--- src/rtl/fpadd_pkg.sv ---
// Shared constants and helpers for the streaming FP adder wrapper.
// Field positions follow IEEE-754 single precision.
package fpadd_pkg;

  localparam int unsigned FP_W    = 32;
  localparam int unsigned EXP_MSB = 30;
  localparam int unsigned EXP_LSB = 23;
  localparam int unsigned MAN_MSB = 22;

  localparam int unsigned FLAG_W    = 3;
  localparam int unsigned FLAG_NAN  = 2;
  localparam int unsigned FLAG_INF  = 1;
  localparam int unsigned FLAG_ZERO = 0;

  // Canonical quiet NaN, as produced by the adder for invalid operations.
  localparam logic [FP_W-1:0] QNAN = 32'h7FC0_0000;

  typedef logic [FP_W-1:0] fp_t;

  // Classify a result into {nan, inf, zero}.
  function automatic logic [FLAG_W-1:0] fp_flags(input fp_t v);
    logic exp_ones;
    logic exp_zero;
    logic man_zero;
    exp_ones = &v[EXP_MSB:EXP_LSB];
    exp_zero = ~|v[EXP_MSB:EXP_LSB];
    man_zero = ~|v[MAN_MSB:0];
    fp_flags            = '0;
    fp_flags[FLAG_NAN]  = exp_ones & ~man_zero;
    fp_flags[FLAG_INF]  = exp_ones & man_zero;
    fp_flags[FLAG_ZERO] = exp_zero & man_zero;
  endfunction

endpackage

--- src/rtl/fpadd_stream_ctrl_fifo.sv ---
// In-order synchronous FIFO for completed results.
// Push and pop may coincide at any occupancy, including full.
module fpadd_sync_fifo #(
  parameter int unsigned Width = 8,
  parameter int unsigned Depth = 4,
  localparam int unsigned CntW = $clog2(Depth + 1),
  localparam int unsigned PtrW = (Depth > 1) ? $clog2(Depth) : 1
) (
  input  logic             clk,
  input  logic             rst,
  input  logic             i_clr,
  input  logic             i_push,
  input  logic             i_pop,
  input  logic [Width-1:0] i_wdata,
  output logic [Width-1:0] o_rdata,
  output logic [CntW-1:0]  o_count,
  output logic             o_empty,
  output logic             o_full
);

  logic [Width-1:0] r_mem [Depth];
  logic [PtrW-1:0]  r_wptr;
  logic [PtrW-1:0]  r_rptr;
  logic [CntW-1:0]  r_count;
  logic             w_pop;

  function automatic logic [PtrW-1:0] ptr_inc(input logic [PtrW-1:0] p);
    return (p == PtrW'(Depth - 1)) ? '0 : p + PtrW'(1);
  endfunction

  assign o_empty = (r_count == '0);
  assign o_full  = (r_count == CntW'(Depth));
  assign o_count = r_count;
  assign o_rdata = r_mem[r_rptr];
  assign w_pop   = i_pop & ~o_empty;

  // Pointer and occupancy tracking; clear drops every entry.
  always_ff @(posedge clk or negedge rst) begin
    if (!rst) begin
      r_wptr  <= '0;
      r_rptr  <= '0;
      r_count <= '0;
    end else if (i_clr) begin
      r_wptr  <= '0;
      r_rptr  <= '0;
      r_count <= '0;
    end else begin
      if (i_push) r_wptr <= ptr_inc(r_wptr);
      if (w_pop)  r_rptr <= ptr_inc(r_rptr);
      case ({i_push, w_pop})
        2'b10:   r_count <= r_count + CntW'(1);
        2'b01:   r_count <= r_count - CntW'(1);
        default: r_count <= r_count;
      endcase
    end
  end

  // Storage; zeroed on reset so the head reads as all-zero when empty.
  always_ff @(posedge clk or negedge rst) begin
    if (!rst) begin
      for (int i = 0; i < Depth; i++) r_mem[i] <= '0;
    end else if (i_push && !i_clr) begin
      r_mem[r_wptr] <= i_wdata;
    end
  end

endmodule

--- src/rtl/fpadd_stream_ctrl.sv ---
// Streaming valid/ready wrapper around a fixed-latency pipelined FP adder.
// Operands go straight to the adder; a valid/tag shift register marks which
// adder outputs are real, and a credit counter guarantees every in-flight
// result has a FIFO slot waiting for it.
// Optional build macro FPADD_FLAGS_EN adds out_flags = {nan, inf, zero}.
module fpadd_stream_ctrl
  import fpadd_pkg::*;
#(
  parameter int unsigned LATENCY = 3,
  parameter int unsigned DEPTH   = 4,
  parameter int unsigned TAG_W   = 4
) (
  input  logic              clk,
  input  logic              rst,
  input  logic              flush,
  input  logic              in_valid,
  output logic              in_ready,
  input  logic [FP_W-1:0]   in_a,
  input  logic [FP_W-1:0]   in_b,
  input  logic              in_as,
  input  logic [TAG_W-1:0]  in_tag,
  output logic [FP_W-1:0]   add_a,
  output logic [FP_W-1:0]   add_b,
  output logic              add_as,
  input  logic [FP_W-1:0]   add_result,
  output logic              out_valid,
  input  logic              out_ready,
  output logic [FP_W-1:0]   out_data,
  output logic [TAG_W-1:0]  out_tag,
`ifdef FPADD_FLAGS_EN
  output logic [FLAG_W-1:0] out_flags,
`endif
  output logic              busy
);

  localparam int unsigned RsvW = $clog2(DEPTH + 1);
`ifdef FPADD_FLAGS_EN
  localparam int unsigned EntW = FP_W + TAG_W + FLAG_W;
`else
  localparam int unsigned EntW = FP_W + TAG_W;
`endif

  logic               w_fire;
  logic               w_pop;
  logic               w_push;
  logic               w_fifo_empty;
  logic               w_fifo_full;
  logic [RsvW-1:0]    w_count;
  logic [RsvW-1:0]    r_reserved;
  logic [LATENCY-1:0] r_vsh;
  logic [TAG_W-1:0]   r_tsh [LATENCY];
  logic [EntW-1:0]    w_wdata;
  logic [EntW-1:0]    w_rdata;

  // The adder runs every cycle; only r_vsh says which outputs matter.
  assign add_a  = in_a;
  assign add_b  = in_b;
  assign add_as = in_as;

  // Credit check uses registered state only, so out_ready never reaches in_ready.
  assign in_ready  = (r_reserved < RsvW'(DEPTH)) & ~flush;
  assign w_fire    = in_valid & in_ready;
  assign w_push    = r_vsh[LATENCY-1];
  assign out_valid = ~w_fifo_empty;
  assign w_pop     = out_valid & out_ready;
  assign busy      = (r_reserved != '0);

  // Valid and tag travel in lockstep with the adder pipeline.
  always_ff @(posedge clk or negedge rst) begin
    if (!rst) begin
      r_vsh <= '0;
      for (int i = 0; i < LATENCY; i++) r_tsh[i] <= '0;
    end else begin
      r_vsh[0] <= w_fire & ~flush;
      r_tsh[0] <= in_tag;
      for (int i = 1; i < LATENCY; i++) begin
        r_vsh[i] <= r_vsh[i-1] & ~flush;
        r_tsh[i] <= r_tsh[i-1];
      end
    end
  end

  // Credits: FIFO occupancy plus operations still inside the adder.
  always_ff @(posedge clk or negedge rst) begin
    if (!rst) begin
      r_reserved <= '0;
    end else if (flush) begin
      r_reserved <= '0;
    end else begin
      case ({w_fire, w_pop})
        2'b10:   r_reserved <= r_reserved + RsvW'(1);
        2'b01:   r_reserved <= r_reserved - RsvW'(1);
        default: r_reserved <= r_reserved;
      endcase
    end
  end

`ifdef FPADD_FLAGS_EN
  assign w_wdata = {add_result, r_tsh[LATENCY-1], fp_flags(add_result)};
  assign {out_data, out_tag, out_flags} = w_rdata;
`else
  assign w_wdata = {add_result, r_tsh[LATENCY-1]};
  assign {out_data, out_tag} = w_rdata;
`endif

  fpadd_sync_fifo #(
    .Width (EntW),
    .Depth (DEPTH)
  ) u_fifo (
    .clk     (clk),
    .rst     (rst),
    .i_clr   (flush),
    .i_push  (w_push),
    .i_pop   (w_pop),
    .i_wdata (w_wdata),
    .o_rdata (w_rdata),
    .o_count (w_count),
    .o_empty (w_fifo_empty),
    .o_full  (w_fifo_full)
  );

  // A result arriving at a full FIFO would mean the credit scheme is broken.
  a_no_push_full: assert property (@(posedge clk) disable iff (!rst)
    !(w_push && w_fifo_full));

  a_reserved_covers_fifo: assert property (@(posedge clk) disable iff (!rst)
    r_reserved >= w_count);

endmodule

--- config.mk ---
export PLATFORM = sky130hd
export DESIGN_NAME = fpadd_stream_ctrl
export DESIGN_NICKNAME = d
export VERILOG_FILES = /design/src/rtl/fpadd_pkg.sv /design/src/rtl/fpadd_stream_ctrl_fifo.sv /design/src/rtl/fpadd_stream_ctrl.sv
export SDC_FILE = /design/constraint.sdc
export NUM_CORES = 1
export LEC_CHECK = 0
export BUFFER_PORTS_ARGS = -buffer_cell sky130_fd_sc_hd__buf_4
export CAP_MARGIN = 20
export CORE_MARGIN = 2
export CORE_UTILIZATION = 58
export CTS_BUF_LIST = sky130_fd_sc_hd__clkbuf_16
export DETAILED_ROUTE_END_ITERATION = 10
export HOLD_SLACK_MARGIN = 0.1
export MAX_ROUTING_LAYER = met4
export PLACE_DENSITY = 0.84
export SLEW_MARGIN = 10
export SYNTH_ARGS = -nofsm -noshare
export SYNTH_HDL_FRONTEND = slang
export SYNTH_HIERARCHICAL = 1
export SYNTH_SLANG_ARGS = --single-unit
--- constraint.sdc ---
create_clock -name clk -period 4.52 [get_ports clk]
set_input_delay 0.452 -clock clk [delete_from_list [all_inputs] [get_ports clk]]
set_output_delay 0.452 -clock clk [all_outputs]
set_load 0.1 [all_outputs]
# Word level (Yosys, flattened, before mapping)
# Index checks and enable logic that the tools add are counted.
# classes
n_addsub	6
magnitude_cmp	4
eq_ne	6
n_mux	16
bitwise	11
reduce_logical	9
# op_table
cell	n
bitwise mux 144 bit	1
2-to-1 mux 36 bit	3
binary-select mux 36 bit (select 2 bit)	1
demux 36 bit (select 2 bit)	1
2-to-1 mux 2 bit	6
one-hot mux 3 bit (2 select lines)	2
nonzero test 3 bit	3
equality test 2 bit (second input constant)	4
AND 1 bit	7
adder 3 x 1 -> 3 bit (second input constant)	2
greater-or-equal comparator 3 bit (second input constant)	2
2-to-1 mux 3 bit	2
inverter 2 -> 3 bit	2
subtractor 3 x 1 -> 3 bit (second input constant)	2
adder 2 x 1 -> 2 bit (second input constant)	2
equality test 2 x 1 -> 1 bit (second input constant)	2
nonzero test 2 bit	2
zero test 3 bit	1
< comparator 3 x 1 -> 1 bit (second input constant)	1
< comparator 3 bit (second input constant)	1
logical AND 1 bit	2
inverter 1 bit	2
zero test 1 bit	1
# totals
ff_bits	169
in_bits	106
out_inout_bits	104
word_cells	64

# Longest topological paths before layout
# Gate-level depths: netlist (run 1).
# logic_depth
word_depth	7
mapped_depth	9
depth_no_buf	9

# Modules after synthesis
# Netlist (run 1), hierarchy kept.
# modules_own_cells
mod	n_inst	cells_per_inst	area_per_inst_um2	seq_area_each_um2
fpadd_sync_fifo	1	400	7374.6	3778.6
fpadd_stream_ctrl	1	107	1127.3	450.4

# Least setup slack after synthesis (run 1)
# Ideal clock, no wire load.
# synth_path
kind	in2reg
start	input flush
end	register r_reserved[2]
setup_time_ps	104
arrival_time_ps	2839
required_time_ps	4416
slack_ps	1577
path_stages	7
n_path_buf	0
path_cell_list	nor2_1 > and2_2 > nor2_1 > fa_1 > nor2_1 > nand3_1 > o311ai_1
# synth_via
elab_chain_len	6
elab_cells_between_ends	8
cone_classes	eq/ne (2); mux (2); bitwise (3); reduce/logical (1)
# synth_rtl
element	line_no	rtl
start: declaration	fpadd_stream_ctrl.sv:15	input logic flush,
inverter 1 bit	fpadd_stream_ctrl.sv:61	assign in_ready = (r_reserved < RsvW'(DEPTH)) & ~flush;
AND 1 bit	fpadd_stream_ctrl.sv:61	
AND 1 bit	fpadd_stream_ctrl.sv:62	assign w_fire = in_valid & in_ready;
equality test 2 x 1 -> 1 bit / equality test 2 bit (equally long branches)	fpadd_stream_ctrl.sv:90	case ({w_fire, w_pop})
one-hot mux 3 bit (2 select lines)	fpadd_stream_ctrl.sv:90	
2-to-1 mux 3 bit	fpadd_stream_ctrl.sv:87	end else if (flush) begin
end signal: assignment	fpadd_stream_ctrl.sv:91	2'b10: r_reserved <= r_reserved + RsvW'(1);
end signal: assignment	fpadd_stream_ctrl.sv:92	2'b01: r_reserved <= r_reserved - RsvW'(1);
end signal: assignment	fpadd_stream_ctrl.sv:93	default: r_reserved <= r_reserved;
end: declaration	fpadd_stream_ctrl.sv:49	logic [RsvW-1:0] r_reserved;
# Several ways; a longest one is shown, not always the timed one.
# A chain may end at the register's enable or synchronous reset.

# Worst setup path after layout (run 1)
# layout_path
start	register u_fifo.r_rptr[0]
end	output out_data[8]
# layout_via
elab_chain_len	4
# layout_rtl
element	line_no	rtl
start: declaration	fpadd_stream_ctrl_fifo.sv:23	logic [PtrW-1:0] r_rptr;
start signal: assignment	fpadd_stream_ctrl_fifo.sv:49	if (w_pop) r_rptr <= ptr_inc(r_rptr);
inverter 2 -> 3 bit (not written as such)	fpadd_stream_ctrl_fifo.sv:34	assign o_rdata = r_mem[r_rptr];
binary-select mux 36 bit (select 2 bit)	fpadd_stream_ctrl_fifo.sv:34	
2-to-1 mux 36 bit (not written as such) (2 in a row)	fpadd_stream_ctrl_fifo.sv:34	
end: declaration	fpadd_stream_ctrl.sv:28	output logic [FP_W-1:0] out_data,
# No other way between the ends. The select of a mux whose other input is x is not followed.

==> impl_metrics.json, run 1 <==
{
  "outcome": "complete, no violations",
  "fmax_mhz": 330,
  "clock_path_buffers": 2,
  "tns_ns": 0,
  "clk_latency_ns": 0.41,
  "seqPwrFrac": 0.394,
  "numPortBuffers": 79,
  "ant_nets": 0,
  "start_kind": "register",
  "place_congestion": 0.711,
  "fin_skew_ns": 0.00760,
  "cts-hold-fix-buffers": 0,
  "cts_tree": "done",
  "pwr-share-comb": 0.284,
  "crit_top_cell": "buf_4",
  "relSlewSlack": 0.313,
  "swShare": 0.341,
  "busiest_layer": "met2",
  "grt_pass1_vias": 4708,
  "holdWs_ns": 0.0570,
  "layout-drive-gt1-share": 0.568,
  "viasPerCell": 5.85,
  "grtUsageMet2": 0.331,
  "areaGrowthSynthToFinish_pct": 7.13,
  "power_leakage_uw": 0.00465,
  "chipWidth_um": 125,
  "die_area_um2": 15600,
  "dr.pass1.iters": 4,
  "yosysWarnings": 6,
  "cts_setup_buffers": 0,
  "worst-setup-path-type": "register to output pin",
  "grt_util_met3": 0.0685,
  "worst_slew_pin_slew_ns": 1.03,
  "fin_ws_ns": 1.49,
  "io-pin-count": 210,
  "design_area_um2": 9100,
  "hold_viol": 0,
  "period_minus_slack_ns": 3.03,
  "cap_violations": 0,
  "syn-num-nets": 619,
  "critical-path-slowest-cell": "dfrtp_2",
  "root_buffer": "clkbuf_16",
  "maxSlewViolCount": 0,
  "rows": 44,
  "num_antenna_cells": 0,
  "critPathCaptureType": "output pin",
  "initial_core_util": 0.589,
  "fin_util": 0.631,
  "pwr-share-clk": 0.321,
  "slowest_delay_ns": 0.89,
  "grt_pass1_wl_um": 25800,
  "synth_area_per_cell_um2": 16.8,
  "grt_start_max_net_pins": 83,
  "grt_util_all_layers": 0.217,
  "vias": 4176,
  "antenna_found_initial": 0,
  "peakVddDrop_mv": 0.294,
  "netlist_area_um2": 8490,
  "final_cell_mix": "dfrtp_1 (167), mux2_4 (121), buf_4 (81), mux4_2 (36), mux2_2 (24)",
  "wire_per_inst_um": 21.9,
  "holdCritPathClass": "primary input to async pin",
  "critPathArrivalTime_ns": 2.58,
  "use_met1": 0.280,
  "cp_max_fo": 24,
  "cts_sinks": 169,
  "dp_slack_ns": 1.83,
  "wl_um": 15700,
  "nets": 632,
  "cts_resized": 0,
  "place_area_um2": 8540,
  "dp_hpwl_um": 9370,
  "core_um2": 14400,
  "drc": 0,
  "ctsHtreeMaxLevel": 4,
  "reg2reg_depth": 8,
  "drtIter0Drc": 241,
  "rsz0062_at_grt": "no",
  "p_switching_uw": 1470,
  "grt_overflow_total": 0,
  "die_height_um": 125,
  "layout_commonest_cell": "dfrtp_1",
  "rrSetupSlack_ns": 1.96,
  "setup_viol": 0,
  "p_per_area_nw_per_um2": 475,
  "clk_pin_slew_ns": 0.06,
  "p_int_uw": 2850,
  "required_ns": 4.07,
  "period_share": 0.671,
  "worstPathCellList": "buf_4 -> mux4_2 -> buf_4",
  "syn_inst": 506,
  "cts_inserted_buffers": 17
}
-- routing by layer --
| layer | part of all wire | vias up |
|---|---|---|
| met5 | 0 | - |
| met4 | 0.017 | 0 |
| met3 | 0.058 | 36 |
| met2 | 0.49 | 144 |
| met1 | 0.44 | 2224 |
| li1 | - | 1772 |
-- worst max-delay path: cells and delay by family (launching register included) --
kind                   cells  cell delay [ns]
buffers and inverters      2             0.70
flip-flops                 1             0.89
multiplexers               1             0.56
-- registers in the layout (all words and copies together), names as in the netlist --
name and flops:
r_reserved 3, r_vsh 3, u_fifo/r_rptr 2, u_fifo/r_wptr 2, r_tsh 12, u_fifo/o_count 3, u_fifo/r_mem 144
-- through the flow --
| stage | total power [µW] | cells |
|---|---|---|
| after floorplan | 2960 | 506 |
| after global placement | 2940 | 684 |
| after detailed placement | 2960 | 684 |
| after CTS | 4370 | 714 |
| after global routing | 4490 | 714 |
| final | 4320 | 714 |
-- power by group through the flow --
stage                     logic (µW)  registers, µW  clock network [µW]
after floorplan                 1260           1700                   0
after global placement          1220           1720                   0
after detailed placement        1230           1730                   0
after CTS                       1240           1700                1430
after global routing            1270           1720                1500
final                           1230           1710                1390
-- area by class of cell --
type	instances	area [µm²]
Fill cell	1016	5320
Inverter	5	21.3
Multi-Input combinational cell	244	3430
Sequential cell	169	4230
Timing Repair Buffer	82	619
Clock inverter	13	139
Clock buffer	17	425
Tap cell	184	230
-- worst paths after layout --
check,from,end
setup / recovery,u_fifo/r_rptr[0]$_DFFE_PN0P_,out_data[8]
min in group clk,in_tag[3],r_tsh[11]$_DFF_PN0_
max in group asynchronous,rst,r_tsh[6]$_DFF_PN0_
hold reg to reg,r_tsh[6]$_DFF_PN0_,r_tsh[2]$_DFF_PN0_
setup reg to reg,u_fifo/o_count[0]$_DFFE_PN0P_,u_fifo/o_count[1]$_DFFE_PN0P_
hold / removal,rst,u_fifo/r_mem[120]$_DFFE_PN0P_
Power figures use the tool's default switching activity.
==> inputs of run 2 (changes only) <==
--- a/config.mk
+++ b/config.mk
@@ -8,12 +8,12 @@
 export BUFFER_PORTS_ARGS = -buffer_cell sky130_fd_sc_hd__buf_4
 export CAP_MARGIN = 20
 export CORE_MARGIN = 2
-export CORE_UTILIZATION = 58
+export CORE_UTILIZATION = 49
 export CTS_BUF_LIST = sky130_fd_sc_hd__clkbuf_16
 export DETAILED_ROUTE_END_ITERATION = 10
 export HOLD_SLACK_MARGIN = 0.1
 export MAX_ROUTING_LAYER = met4
-export PLACE_DENSITY = 0.84
+export PLACE_DENSITY = 0.75
 export SLEW_MARGIN = 10
 export SYNTH_ARGS = -nofsm -noshare
 export SYNTH_HDL_FRONTEND = slang
==> constraint.sdc (replaced) <==
create_clock -name clk -period 2.6 [get_ports clk]
set_input_delay 0.26 -clock clk [delete_from_list [all_inputs] [get_ports clk]]
set_output_delay 0.26 -clock clk [all_outputs]
set_load 0.1 [all_outputs]
==> run 2 against run 1 <==
  * Combinational power grew 78%
  * Die area grew 18%
  * Final cell count grew 11%
  * Via count grew 3.3%
  * First-iteration DRC count shrank 13%
  * Largest cell class unchanged
  * Highest routed layer unchanged
==> impl_metrics.json, run 2 (synthesis gave the netlist of run 1 again) <==
{
  "dp_hpwl_um": 10100,
  "fin_util": 0.558,
  "design_area_um2": 9550,
  "core_um2": 17100,
  "grt_util_all_layers": 0.194,
  "num_antenna_cells": 0,
  "grt_overflow_total": 0,
  "wl_met2_um": 8460,
  "numPortBuffers": 79,
  "worst_slew_pin_slew_ns": 0.496,
  "required_ns": 2.93,
  "drtIter0Drc": 209,
  "vias": 4314,
  "antenna_found_initial": 0,
  "dr.pass1.iters": 4,
  "layout_commonest_cell": "dfrtp_1",
  "cts_inserted_buffers": 17,
  "clock_path_buffers": 2,
  "topRoutingLayerUsed": "met4",
  "cp_max_fo": 9,
  "outcome": "complete, no violations",
  "min_from": "add_result[23]",
  "cts_sinks": 169,
  "relSlewSlack": 0.670,
  "largest_register_ffs": 144,
  "ant_nets": 0,
  "pwr-share-comb": 0.292,
  "r2r-start": "u_fifo/o_count[0]$_DFFE_PN0P_",
  "nets": 671,
  "critPathCaptureType": "register",
  "die_height_um": 136,
  "viasPerCell": 5.44,
  "grt_pass1_vias": 4893,
  "drc": 0,
  "maxSlewViolCount": 0,
  "met1_length_um": 6670,
  "worstHoldEndpoint": "u_fifo/r_mem[27]$_DFFE_PN0P_",
  "rrSetupSlack_ns": 0.17,
  "hold_viol": 0,
  "wl_um": 16500,
  "cap_violations": 0,
  "start_kind": "register",
  "p_switching_uw": 2610,
  "initial_core_util": 0.496,
  "rsz0062_at_grt": "no",
  "dr_wl_met3_um": 739,
  "swShare": 0.348,
  "period_share": 0.936,
  "worst-setup-path-type": "register to register",
  "p_total_uw": 7510,
  "areaGrowthSynthToFinish_pct": 12.5,
  "clk_latency_ns": 0.41,
  "regToRegEndpoint": "u_fifo/o_count[1]$_DFFE_PN0P_",
  "power_leakage_uw": 0.00482,
  "chipWidth_um": 136,
  "peakVddDrop_mv": 0.508,
  "regMostFlops": "u_fifo/r_mem",
  "wire_per_inst_um": 20.8,
  "pwr-share-clk": 0.314,
  "fmax_mhz": 411,
  "layout-drive-gt1-share": 0.537,
  "nFillCells": 1362,
  "grt_start_max_net_pins": 67,
  "final_cell_mix": "dfrtp_1 (167), mux2_4 (121), buf_4 (81), dlygate4sd3_1 (36), mux4_2 (36)",
  "clk_pin_slew_ns": 0.06,
  "root_buffer": "clkbuf_16",
  "fin_skew_ns": 0.00826,
  "min_path_cells": 2,
  "p_per_area_nw_per_um2": 786,
  "ctsHtreeMaxLevel": 4,
  "io-pin-count": 210,
  "setup_viol": 0,
  "rows": 48,
  "seqPwrFrac": 0.394,
  "cts_setup_buffers": 0,
  "die_area_um2": 18400,
  "tns_ns": 0,
  "critPathArrivalTime_ns": 2.77,
  "grt_pass1_wl_um": 26400,
  "place_area_um2": 8650,
  "cts_tree": "done",
  "p_int_uw": 4900,
  "holdCritPathClass": "primary input to register",
  "reg2reg_depth": 8,
  "place_congestion": 0.725,
  "period_minus_slack_ns": 2.43,
  "reg_top3": "u_fifo/r_mem: 144 flops, r_tsh: 12 flops"
}
-- run 2: what timing repair did --
item | 4_1_cts | 5_1_grt
endpoints found under the setup margin | 0 | 1
hold buffers | 36 | 0
resized for setup | 0 | 1
hold endpoints to repair | 159 | 0
-- run 2: worst max-delay path, cell delays in order (launching register included) --
cell,delay [ns]
dfrtp_1,0.48
nor3_2,0.24
nand2b_4,0.19
inv_4,0.07
o31ai_2,0.13
nor2_1,0.13
fa_1,0.55
or3b_1,0.37
a31oi_1,0.18
-- run 2: per-stage QoR --
stage          setup slack [ns]  instances  hold WS (ns)
6_report                  0.166        793         0.118
3_3_place_gp              0.300        728         0.238
3_5_place_dp              0.198        728         0.251
5_1_grt                  0.0280        793         0.107
2_1_floorplan             0.237        506       -0.0356
4_1_cts                   0.144        793         0.101
-- run 2: area by class of cell --
type / instances / area (µm²) / share of cell area
clock inverter: 12 / 114 / 0.0119
sequential: 169 / 4230 / 0.443
tap: 225 / 282 / 0.0295
multi-input combinational: 244 / 3440 / 0.360
inverter: 5 / 21.3 / 0.00223
clock buffer: 17 / 425 / 0.0445
timing repair buffer: 121 / 1040 / 0.109
-- run 2: power groups by stage --
stage / clock, µW / sequential (µW) / combinational [µW]
after floorplan: 0 / 2950 / 2190
after global placement: 0 / 2980 / 2130
after detailed placement: 0 / 3000 / 2160
after CTS: 2420 / 2950 / 2210
after global routing: 2530 / 2970 / 2260
final: 2360 / 2960 / 2190
-- run 2: per-layer routing --
layer  GRT usage  vias up
met3      0.0363       79
met4       0.102        0
met5           -        -
met2       0.319      117
li1            -     1842
met1       0.228     2276
-- run 2: worst max-delay path by stage --
stage / endpoint / startpoint / slack, ns / cells after the start
2_1_floorplan: r_reserved[2]$_DFFE_PN0P_ / r_reserved[2]$_DFFE_PN0P_ / 0.24 / 7
3_5_place_dp: u_fifo/o_count[1]$_DFFE_PN0P_ / u_fifo/o_count[0]$_DFFE_PN0P_ / 0.20 / 8
5_1_grt: u_fifo/o_count[1]$_DFFE_PN0P_ / u_fifo/o_count[1]$_DFFE_PN0P_ / 0.03 / 8
3_3_place_gp: u_fifo/o_count[1]$_DFFE_PN0P_ / u_fifo/o_count[1]$_DFFE_PN0P_ / 0.30 / 8
6_report: u_fifo/o_count[1]$_DFFE_PN0P_ / u_fifo/o_count[0]$_DFFE_PN0P_ / 0.17 / 8
4_1_cts: u_fifo/o_count[1]$_DFFE_PN0P_ / u_fifo/o_count[0]$_DFFE_PN0P_ / 0.14 / 8
==> inputs of run 3 (changes only) <==
--- a/config.mk
+++ b/config.mk
@@ -8,12 +8,12 @@
 export BUFFER_PORTS_ARGS = -buffer_cell sky130_fd_sc_hd__buf_4
 export CAP_MARGIN = 20
 export CORE_MARGIN = 2
-export CORE_UTILIZATION = 49
+export CORE_UTILIZATION = 58
 export CTS_BUF_LIST = sky130_fd_sc_hd__clkbuf_16
 export DETAILED_ROUTE_END_ITERATION = 10
 export HOLD_SLACK_MARGIN = 0.1
 export MAX_ROUTING_LAYER = met4
-export PLACE_DENSITY = 0.75
+export PLACE_DENSITY = 0.84
 export SLEW_MARGIN = 10
 export SYNTH_ARGS = -nofsm -noshare
 export SYNTH_HDL_FRONTEND = slang
==> constraint.sdc (replaced) <==
create_clock -name clk -period 2.9 [get_ports clk]
set_input_delay 0.29 -clock clk [delete_from_list [all_inputs] [get_ports clk]]
set_output_delay 0.29 -clock clk [all_outputs]
set_load 0.1 [all_outputs]
==> run 3 against run 2 <==
  * Global-route usage increased by 2.0 points
  * Final cell count decreased by 8.7%
  * Total power decreased by 9.1%
  * Non-clock buffer count decreased by 31
  * Critical endpoint is now out_data[29]
  * Largest cell class unchanged
  * Largest power group unchanged
==> impl_metrics.json, run 3 (synthesis gave the netlist of run 1 again) <==
{
  "outcome": "complete, no violations",
  "grt_pass1_wl_um": 25400,
  "hold_viol": 0,
  "grt_pass1_vias": 4678,
  "r2r-start": "u_fifo/o_count[1]$_DFFE_PN0P_",
  "fin_ws_ns": 0.333,
  "cap_violations": 0,
  "fin_skew_ns": 0.00882,
  "clk_latency_ns": 0.42,
  "ant_nets": 0,
  "largest_register_ffs": 144,
  "rows": 44,
  "drtIter0Drc": 228,
  "relSlewSlack": 0.520,
  "layout-drive-gt1-share": 0.569,
  "initial_core_util": 0.589,
  "cts-hold-fix-buffers": 5,
  "antenna_found_initial": 0,
  "nFillCells": 1034,
  "required_ns": 2.61,
  "grt_overflow_total": 0,
  "final_cell_mix": "dfrtp_1 (167), mux2_4 (121), buf_4 (81), mux4_2 (36), mux2_2 (24)",
  "maxSlewViolCount": 0,
  "drc": 0,
  "numPortBuffers": 79,
  "grt_util_all_layers": 0.214,
  "peakVddDrop_mv": 0.426,
  "place_congestion": 0.743,
  "period_minus_slack_ns": 2.57,
  "fin_util": 0.640,
  "cts_resized": 0,
  "wl_um": 15600,
  "dp_hpwl_um": 9640,
  "viasPerCell": 5.72,
  "critPathCaptureType": "output pin",
  "critPathArrivalTime_ns": 2.28,
  "p_per_area_nw_per_um2": 739,
  "cp_max_fo": 17,
  "areaGrowthSynthToFinish_pct": 8.71,
  "rsz0062_at_grt": "no",
  "grt_start_max_net_pins": 80,
  "wire_per_inst_um": 21.6,
  "fmax_mhz": 390,
  "worst-setup-path-type": "register to output pin",
  "ctsHtreeMaxLevel": 4,
  "dp_slack_ns": 0.507,
  "core_um2": 14400,
  "start_kind": "register",
  "holdWs_ns": 0.124,
  "nets": 640,
  "holdCritPathClass": "primary input to register",
  "die_area_um2": 15600,
  "root_buffer": "clkbuf_16",
  "clock_path_buffers": 2,
  "reg_top3": "u_fifo/r_mem: 144 flops, r_tsh: 12 flops",
  "regMostFlops": "u_fifo/r_mem",
  "io-pin-count": 210,
  "vias": 4138,
  "dpl.cell_count": 687,
  "num_antenna_cells": 0,
  "cts_inserted_buffers": 17,
  "cts_sinks": 169,
  "cts_tree": "done",
  "period_share": 0.885,
  "tns_ns": 0,
  "layout_commonest_cell": "dfrtp_1",
  "stdcell_count": 724,
  "worst_slew_pin_slew_ns": 0.720,
  "chipWidth_um": 125,
  "dr.pass1.iters": 4,
  "setup_viol": 0,
  "min_from": "add_result[21]",
  "crit_start": "u_fifo/r_rptr[0]$_DFFE_PN0P_",
  "clk_pin_slew_ns": 0.07,
  "die_height_um": 125,
  "cts_setup_buffers": 0,
  "power_leakage_uw": 0.00470
}
==> run 3: changes by cell type in the layout (fill, tap and decap cells not counted), sizes merged <==
cell / change
dlygate4sd3: -31
inv: -3
bufinv: +1
clkinvlp: +1
clkinv: +4
==> run 3: path summary, 6_finish.rpt <==
kind / depth (start not counted) / slack (ns) / to
setup / recovery: 3 / 0.33 / out_data[29]
hold / removal: 2 / 0.12 / u_fifo/r_mem[25]$_DFFE_PN0P_
setup reg to reg: 8 / 0.48 / u_fifo/o_count[1]$_DFFE_PN0P_
max in group asynchronous: 3 / 1.59 / u_fifo/r_mem[101]$_DFFE_PN0P_
min in group asynchronous: 2 / 0.46 / u_fifo/r_mem[115]$_DFFE_PN0P_
hold reg to reg: 0 / 0.34 / r_tsh[3]$_DFF_PN0_
==> run 3: stage by stage <==
stage | area [µm²] | total power [µW]
after floorplan | 8500 | 4610
after global placement | 8600 | 4570
after detailed placement | 8600 | 4620
after CTS | 9230 | 6890
after global routing | 9230 | 7060
final | 9230 | 6820
==> run 3: area by class of cell <==
type / instances / area (µm²) / share of cell area
Clock inverter: 15 / 160 / 0.0173
Timing Repair Buffer: 90 / 729 / 0.0790
Sequential cell: 169 / 4230 / 0.458
Tap cell: 184 / 230 / 0.0249
Clock buffer: 17 / 425 / 0.0461
Inverter: 5 / 21.3 / 0.00230
Multi-Input combinational cell: 244 / 3440 / 0.372
==> run 3: per-layer routing <==
metal | GRT usage | part of all wire | vias to the layer above
met1 | 0.270 | 0.43 | 2175
met4 | 0.0771 | 0.017 | 0
met5 | - | 0 | -
met3 | 0.0689 | 0.061 | 40
met2 | 0.330 | 0.49 | 139
li1 | - | - | 1784
==> run 3: critical path, cell delays in order (launching register included) <==
cell and delay, ns:
dfrtp_2 0.75, buf_4 0.32, mux4_2 0.53, buf_4 0.25
==> run 3: power by group <==
part           internal [µW]  leakage, µW  switching (µW)  total, µW
Clock                   1340     0.000284             910       2250
Combinational            583      0.00216            1340       1920
Sequential              2540      0.00226             111       2650
